[config.mk]
export PLATFORM = sky130hd
export DESIGN_NAME = univ_shift_reg_p
export DESIGN_NICKNAME = d
export VERILOG_FILES = /design/src/rtl/univ_shift_reg_p.sv
export SDC_FILE = /design/constraint.sdc
export NUM_CORES = 1
export LEC_CHECK = 0
export CORE_MARGIN = 4
export CORE_UTILIZATION = 55
export DETAILED_ROUTE_END_ITERATION = 7
export PLACE_DENSITY = 0.83
export SYNTH_ARGS = -nofsm -noshare
export SYNTH_HDL_FRONTEND = slang
export SYNTH_SLANG_ARGS = --single-unit
[constraint.sdc]
create_clock -name clk -period 4.61 [get_ports clk]
set_clock_uncertainty 0.1 [all_clocks]
set_input_delay 1.1525 -clock clk [delete_from_list [all_inputs] [get_ports clk]]
set_output_delay 1.1525 -clock clk [all_outputs]
set_load 0.05 [all_outputs]
[src/rtl/univ_shift_reg_p.sv]
// Parametrised universal shift register with immediate and counted burst modes.
// A burst latches op/count on start, shifts once per edge, then pulses done.
module univ_shift_reg_p #(
    parameter int unsigned WIDTH = 8,
    parameter int unsigned CNT_W = 4
) (
    input  logic             clk,
    input  logic             rst,
    input  logic [2:0]       op,
    input  logic [WIDTH-1:0] pi,
    input  logic             si,
    input  logic             start,
    input  logic [CNT_W-1:0] count,
    output logic [WIDTH-1:0] po,
    output logic             so_l,
    output logic             so_r,
    output logic             busy,
    output logic             done
);

    localparam logic [2:0] OpHold  = 3'b000;
    localparam logic [2:0] OpShl   = 3'b001;
    localparam logic [2:0] OpShr   = 3'b010;
    localparam logic [2:0] OpLoad  = 3'b011;
    localparam logic [2:0] OpRotl  = 3'b100;
    localparam logic [2:0] OpRotr  = 3'b101;
    localparam logic [2:0] OpAshr  = 3'b110;
    localparam logic [2:0] OpClear = 3'b111;

    typedef enum logic [0:0] {StIdle, StBusy} state_e;

    state_e           state_q;
    logic [WIDTH-1:0] po_q;
    logic [2:0]       op_q;
    logic [CNT_W-1:0] rem_q;
    logic             busy_q;
    logic             done_q;

    function automatic logic [WIDTH-1:0] apply_op(input logic [2:0]       sel,
                                                  input logic [WIDTH-1:0] cur,
                                                  input logic [WIDTH-1:0] par,
                                                  input logic             ser);
        logic [WIDTH-1:0] res;
        res = cur;
        unique case (sel)
            OpHold:  res = cur;
            OpShl:   res = {cur[WIDTH-2:0], ser};
            OpShr:   res = {ser, cur[WIDTH-1:1]};
            OpLoad:  res = par;
            OpRotl:  res = {cur[WIDTH-2:0], cur[WIDTH-1]};
            OpRotr:  res = {cur[0], cur[WIDTH-1:1]};
            OpAshr:  res = {cur[WIDTH-1], cur[WIDTH-1:1]};
            OpClear: res = '0;
            default: res = cur;
        endcase
        return res;
    endfunction

    // Hold, load and clear are idempotent, so a burst of them collapses to one step.
    function automatic logic is_repeatable(input logic [2:0] sel);
        return !(sel == OpHold || sel == OpLoad || sel == OpClear);
    endfunction

    always_ff @(posedge clk) begin
        if (rst) begin
            state_q <= StIdle;
            po_q    <= '0;
            op_q    <= OpHold;
            rem_q   <= '0;
            busy_q  <= 1'b0;
            done_q  <= 1'b0;
        end else begin
            done_q <= 1'b0;
            unique case (state_q)
                StIdle: begin
                    if (start) begin
                        op_q <= op;
                        if (count != '0) begin
                            po_q <= apply_op(op, po_q, pi, si);
                        end
                        if (is_repeatable(op) && count > CNT_W'(1)) begin
                            rem_q   <= count - CNT_W'(1);
                            state_q <= StBusy;
                            busy_q  <= 1'b1;
                        end else begin
                            rem_q  <= '0;
                            done_q <= 1'b1;
                        end
                    end else begin
                        po_q <= apply_op(op, po_q, pi, si);
                    end
                end
                StBusy: begin
                    // Live op/pi are ignored here; only si feeds the latched shift.
                    po_q  <= apply_op(op_q, po_q, pi, si);
                    rem_q <= rem_q - CNT_W'(1);
                    if (rem_q == CNT_W'(1)) begin
                        state_q <= StIdle;
                        busy_q  <= 1'b0;
                        done_q  <= 1'b1;
                    end
                end
                default: begin
                    state_q <= StIdle;
                    busy_q  <= 1'b0;
                end
            endcase
        end
    end

    assign po   = po_q;
    assign so_l = po_q[WIDTH-1];
    assign so_r = po_q[0];
    assign busy = busy_q;
    assign done = done_q;

endmodule

### After elaboration in Yosys (flattened, before gate mapping)

Index checks and enable logic that the tools add are counted.

| storage, ports and cells | value |
|---|---|
| register bits | 18 |
| bits of input ports | 19 |
| logic and storage cells | 63 |

| operators by class | value |
|---|---|
| $add $sub $neg | 2 |
| $lt $le $gt $ge | 1 |
| eq/ne operators | 21 |
| muxes and demuxes | 20 |
| bitwise logic cells | 1 |
| reductions and logical operators | 11 |

Operators by type and width:

| cell | number |
|---|---|
| case mux 8 bit (8 select lines) | 1 |
| case mux 8 bit (7 select lines) | 1 |
| equality test 3 bit, second input constant | 8 |
| two-way mux 8 bit | 2 |
| case mux 8 bit (2 select lines) | 1 |
| equality test 3 x 2 -> 1 bit, second input constant | 4 |
| two-way mux 1 bit | 9 |
| two-way mux 4 bit | 2 |
| inequality test 2 bit, second input constant | 4 |
| case mux 4 bit (2 select lines) | 1 |
| subtractor 4 x 1 -> 4 bit, second input constant | 2 |
| equality test 3 x 1 -> 1 bit, second input constant | 2 |
| zero test 3 bit | 2 |
| case mux 1 bit (2 select lines) | 3 |
| AND reduction 3 bit | 2 |
| equality test 4 x 1 -> 1 bit, second input constant | 1 |
| > comparator 4 x 1 -> 1 bit, second input constant | 1 |
| AND reduction 2 bit | 2 |
| nonzero test 4 bit | 1 |
| inequality test 3 bit, second input constant | 1 |
| logical OR 1 bit | 2 |
| inequality test 2 x 1 -> 1 bit, second input constant | 1 |
| logical AND 1 bit | 1 |
| zero test 1 bit | 1 |
| NOT 1 bit | 1 |

### Depth between registers and ports, before layout

| depth | value |
|---|---|
| depth in word-level cells | 8 |
| depth in mapped cells | 7 |
| depth with buffers taken out | 6 |

### Worst setup path after synthesis

No wires, ideal clock.

| path | value |
|---|---|
| kind | input-to-reg |
| start point | input count[1] |
| end point | register rem_q[2] |
| data arrival time | 2,267 ps |
| required time | 4,370 ps |
| slack | 2,103 ps |
| stages | 6 |
| buffers on the path | 0 |
| cell sequence | inv_1 ha_1 nor2_1 o311ai_0 or2_2 a221oi_1 |

| on the way | value |
|---|---|
| word-level cells in the longest chain between the ends | 5 |
| elaborated cells on any way between the ends | 6 |
| those cells by class | 1 x add/sub; 1 x order compare; 3 x mux; 1 x reduce/logical |

RTL lines:

| element | RTL line | text |
|---|---|---|
| from (decl) | 13 | `input logic [CNT_W-1:0] count,` |
| > comparator 4 x 1 -> 1 bit | 81 | `if (is_repeatable(op) && count > CNT_W'(1)) begin` |
| logical AND 1 bit | 81 |  |
| two-way mux 4 bit * | 81 |  |
| two-way mux 4 bit * | 76 | `if (start) begin` |
| case mux 4 bit (2 select lines) * | 74 | `unique case (state_q)` |
| to (signal assigned) | 82 | `rem_q <= count - CNT_W'(1);` |
| to (signal assigned) | 96 | `rem_q <= rem_q - CNT_W'(1);` |
| to (decl) | 35 | `logic [CNT_W-1:0] rem_q;` |

Mark *: on every way between the ends. The rest lies on a longest branch, timed or not. The select of a mux whose other input is x is not followed.
A chain may end at the register's enable or synchronous reset.

### Final worst setup path

| path | value |
|---|---|
| start point | input op[1] |
| end point | register po_q[1] (netlist: po[1]) |

| on the way | value |
|---|---|
| word-level cells in the longest chain between the ends | 5 |
| elaborated cells on any way between the ends | 12 |
| those cells by class | 7 x eq/ne; 4 x mux; 1 x reduce/logical |

RTL lines:

| element | RTL line | text |
|---|---|---|
| from (decl) | 9 | `input logic [2:0] op,` |
| equality test 3 bit (tied with other cells) | 45 | `unique case (sel)` |
| case mux 8 bit (8 select lines) * | 45 |  |
| two-way mux 8 bit | 78 | `if (count != '0) begin` |
| two-way mux 8 bit * | 76 |  |
| case mux 8 bit (2 select lines) * | 74 |  |
| to (signal assigned) | 79 | `po_q <= apply_op(op, po_q, pi, si);` |
| to (signal assigned) | 90 | `po_q <= apply_op(op, po_q, pi, si);` |
| to (signal assigned) | 95 | `po_q <= apply_op(op_q, po_q, pi, si);` |
| to (decl) | 33 | `logic [WIDTH-1:0] po_q;` |

Marks and branches as above.

==> key figures <==
Status
  • Status: finished clean

Place
  • PortBufs: 30
  • Placed Cells incl. Taps: 272
  • Final Wtd Congestion: 0.889
  • DPL Wire Length: 3140 µm

CTS
  • Root buffer cell: clkbuf_4
  • Inserted Clock Buffers: 3
  • Setup repair bufs after CTS: 0
  • # hold bufs at CTS: 0
  • Post-CTS Resized: 0
  • Clock buffer depth: 2
  • CTS tree: yes
  • CTS H-tree depth: 1
  • Clock Latency Late Sink: 0.30 ns
  • CTS Sinks: 18
  • Clk slew on worst S/H paths: 0.11 ns

Layout
  • Filler Cells Inserted: 248
  • ANT cells: 0
  • Area delta synth->final: 15.8%
  • Cell Count, Final, Fillers Out: 276
  • Nets: 269
  • Share of layout cells above drive strength 1: 0.0735

Worst setup path
  • Worst Path Arrival: 3.19 ns
  • Setup CP Type: primary input to register
  • CP max stage delay: 0.75 ns
  • Critical Path End Type: register
  • CP cell instances: clkdlybuf4s50_1 > or4_4 > o211ai_4 > or2_1 > o41ai_1
  • CP max FO: 21
  • Delay-heaviest family, CP: simple AND/OR/NAND/NOR gates
  • Critical Path Start Type: primary input
  • CP Data Required Time: 4.70 ns
  • Slowest-stage cell, CP: clkdlybuf4s50_1
  • Worst path bufs/invs: 1

Synthesis
  • Mean post-synth cell area: 7.41 µm²
  • Synthesized instance count: 230
  • Cell Area, Synth: 1710 µm²
  • Synth warn: 0
  • Post-synthesis sequential area ratio: 0.211
  • Post-synth top flop: dfxtp_1
  • FF+latch count, synth: 18
  • Yosys cell types: 51
  • Async set-or-reset flop fraction in the synthesized netlist: 0
  • Syn_nets: 253
  • EDFF count, synth: 0

Die
  • Die area: 4060 µm²
  • Die W: 63.7 µm
  • Core box area: 2850 µm²
  • Initial Util: 0.598
  • # rows: 19
  • Io pins: 31
  • Die H: 63.7 µm

GRT
  • Gr ovfl total: 0
  • First-pass GRT wire length: 7610 µm
  • Vias in the first global route: 1655
  • Largest net degree at the start of global routing: 27
  • Initial antenna violation count: 0
  • GRT Total Usage: 0.230

Timing
  • Setup_tns: 0 ns
  • Period utilisation layout: 0.673
  • Hold Vio Cnt, Final: 0
  • Final Max Tran Viols: 0
  • RSZ-0062 raised after global routing: false
  • Fmax: 322 MHz
  • Min Tclk post-route: 3.10 ns
  • Worst slew pin tran: 0.829 ns
  • Final setup viols: 0
  • Slew Limit Headroom: 0.447

Detailed routing
  • Drt initial violations: 238
  • Routed via count: 1803
  • Drt total wl: 4460 µm
  • Pre-antenna DRT Iters: 5
  • Post-DR wirelength/cell: 16.2 µm
  • Detail Route Antenna Nets: 0
  • Vias per cell: 6.53
  • Number of remaining DRC errors: 0

Power
  • Leakage: 0.691 nW
  • PD cells: 254 nW/µm²
  • Peak supply drop: 159 µV

Flow run
  • Max-Cap Viols: 0

Hold path
  • Hold Crit Class: register to register
power by group:
| group | leakage [nW] | internal (W) | switching [W] | total (W) |
|---|---|---|---|---|
| clock | 0.0210 | 0.0000482 | 0.0000540 | 0.000102 |
| combinational | 0.523 | 0.0000885 | 0.000115 | 0.000203 |
| sequential | 0.148 | 0.000169 | 0.0000281 | 0.000197 |
| total | 0.691 | 0.000305 | 0.000197 | 0.000503 |
synth_stat cells (all sizes together) (2+ instances only):
master,count,area (µm²)
o41ai,5,43.8
xnor2,3,26.3
a32o,2,20.0
or3,2,12.5
a211oi,10,75.1
a221oi,6,52.6
or4b,2,23.8
mux2i,3,30.0
nor3,8,40.0
nand3b,9,67.6
o31ai,6,45.0
clkbuf,6,23.8
o21ai,4,20.0
nor2,19,71.3
inv,13,48.8
dfxtp,18,360
buf,14,88.8
ha,4,50.1
nor2b,4,25.0
nand2,19,71.3
or2,8,52.6
a21oi,20,100
a311oi,2,17.5
nand2b,16,100
o211ai,2,28.8
o221ai,2,17.5
a32oi,6,52.6
nand3,2,10.0
metrics by stage:
stage	power [W]	hold WS, ns	cell area [µm²]	setup WS [ns]	util
floorplan	0.000346	0.442	1710	2.10	-
detailed placement	0.000402	0.365	1940	1.23	0.680
global placement	0.000401	0.376	1940	1.30	0.680
finish	0.000503	0.385	1980	1.51	0.693
CTS	0.000505	0.388	1980	1.56	0.693
global route	0.000538	0.432	1980	1.35	0.693
cell usage in the layout (no fill, tap or decap), types with 2 or more instances in the layout:
| master | n |
|---|---|
| or2_2 | 6 |
| or3_1 | 2 |
| nand3_1 | 2 |
| o41ai_1 | 5 |
| ha_1 | 4 |
| a311oi_1 | 2 |
| inv_1 | 13 |
| o221ai_1 | 2 |
| a21oi_1 | 20 |
| a221oi_1 | 6 |
| a32oi_1 | 6 |
| nor2b_1 | 4 |
| nand2b_1 | 16 |
| xnor2_1 | 3 |
| clkbuf_4 | 3 |
| nand2_1 | 19 |
| a211oi_1 | 10 |
| nor2_1 | 19 |
| clkdlybuf4s50_1 | 30 |
| dfxtp_1 | 18 |
| o31ai_1 | 6 |
| mux2i_1 | 3 |
| nand3b_1 | 9 |
| nor3_1 | 8 |
| a32o_1 | 2 |
| o21ai_0 | 4 |
cell type report:
| type | instances | area [µm²] | share of cell area |
|---|---|---|---|
| tap | 31 | 38.8 | 0.0196 |
| multi-input combinational | 179 | 1180 | 0.599 |
| inverter | 13 | 48.8 | 0.0247 |
| sequential | 18 | 360 | 0.182 |
| clock buffer | 4 | 36.3 | 0.0184 |
| timing repair buffer | 31 | 308 | 0.156 |
flip-flops by register name, indices dropped and copies added (netlist names):
name     flops
state_q      1
done         1
busy         1
rem_q        4
po           8
op_q         3
cell families (layout without fill, tap and decap cells):
| logic type | count (synthesis) | count (layout) | synth area share |
|---|---|---|---|
| buffers and inverters | 33 | 48 | 0.0946 |
| and+or+nand+nor | 94 | 94 | 0.302 |
| adders and majority gates | 4 | 4 | 0.0293 |
| AOI/OAI and AO/OA | 74 | 74 | 0.323 |
| DFF | 18 | 18 | 0.211 |
| muxes | 4 | 4 | 0.0242 |
| xor gates and xnor gates | 3 | 3 | 0.0154 |
worst paths after layout:
kind | slack, ns | cells past startpoint | endpoint | startpoint
worst max-delay path | 1.51 | 5 | po[1] | op[1]
worst min-delay path | 0.39 | 2 | busy | busy
worst max register to register | 2.42 | 4 | po[1] | op_q[1]
worst min register to register | 0.39 | 2 | busy | busy
layer usage:
metal	wire (µm)	share of wire	track usage	up-vias
met4	56	0.013	0.0755	0
met1	1930	0.43	0.305	825
li1	-	-	-	885
met3	380	0.085	0.0373	9
met2	2090	0.47	0.377	84
met5	0	0	0	-
worst reg2reg max path: cells and delay by family (launching register included):
kind	cells	cell delay (ns)
simple gates	2	0.60
compound gates	2	0.50
flops	1	0.88
(Power assumes the default switching activity.)
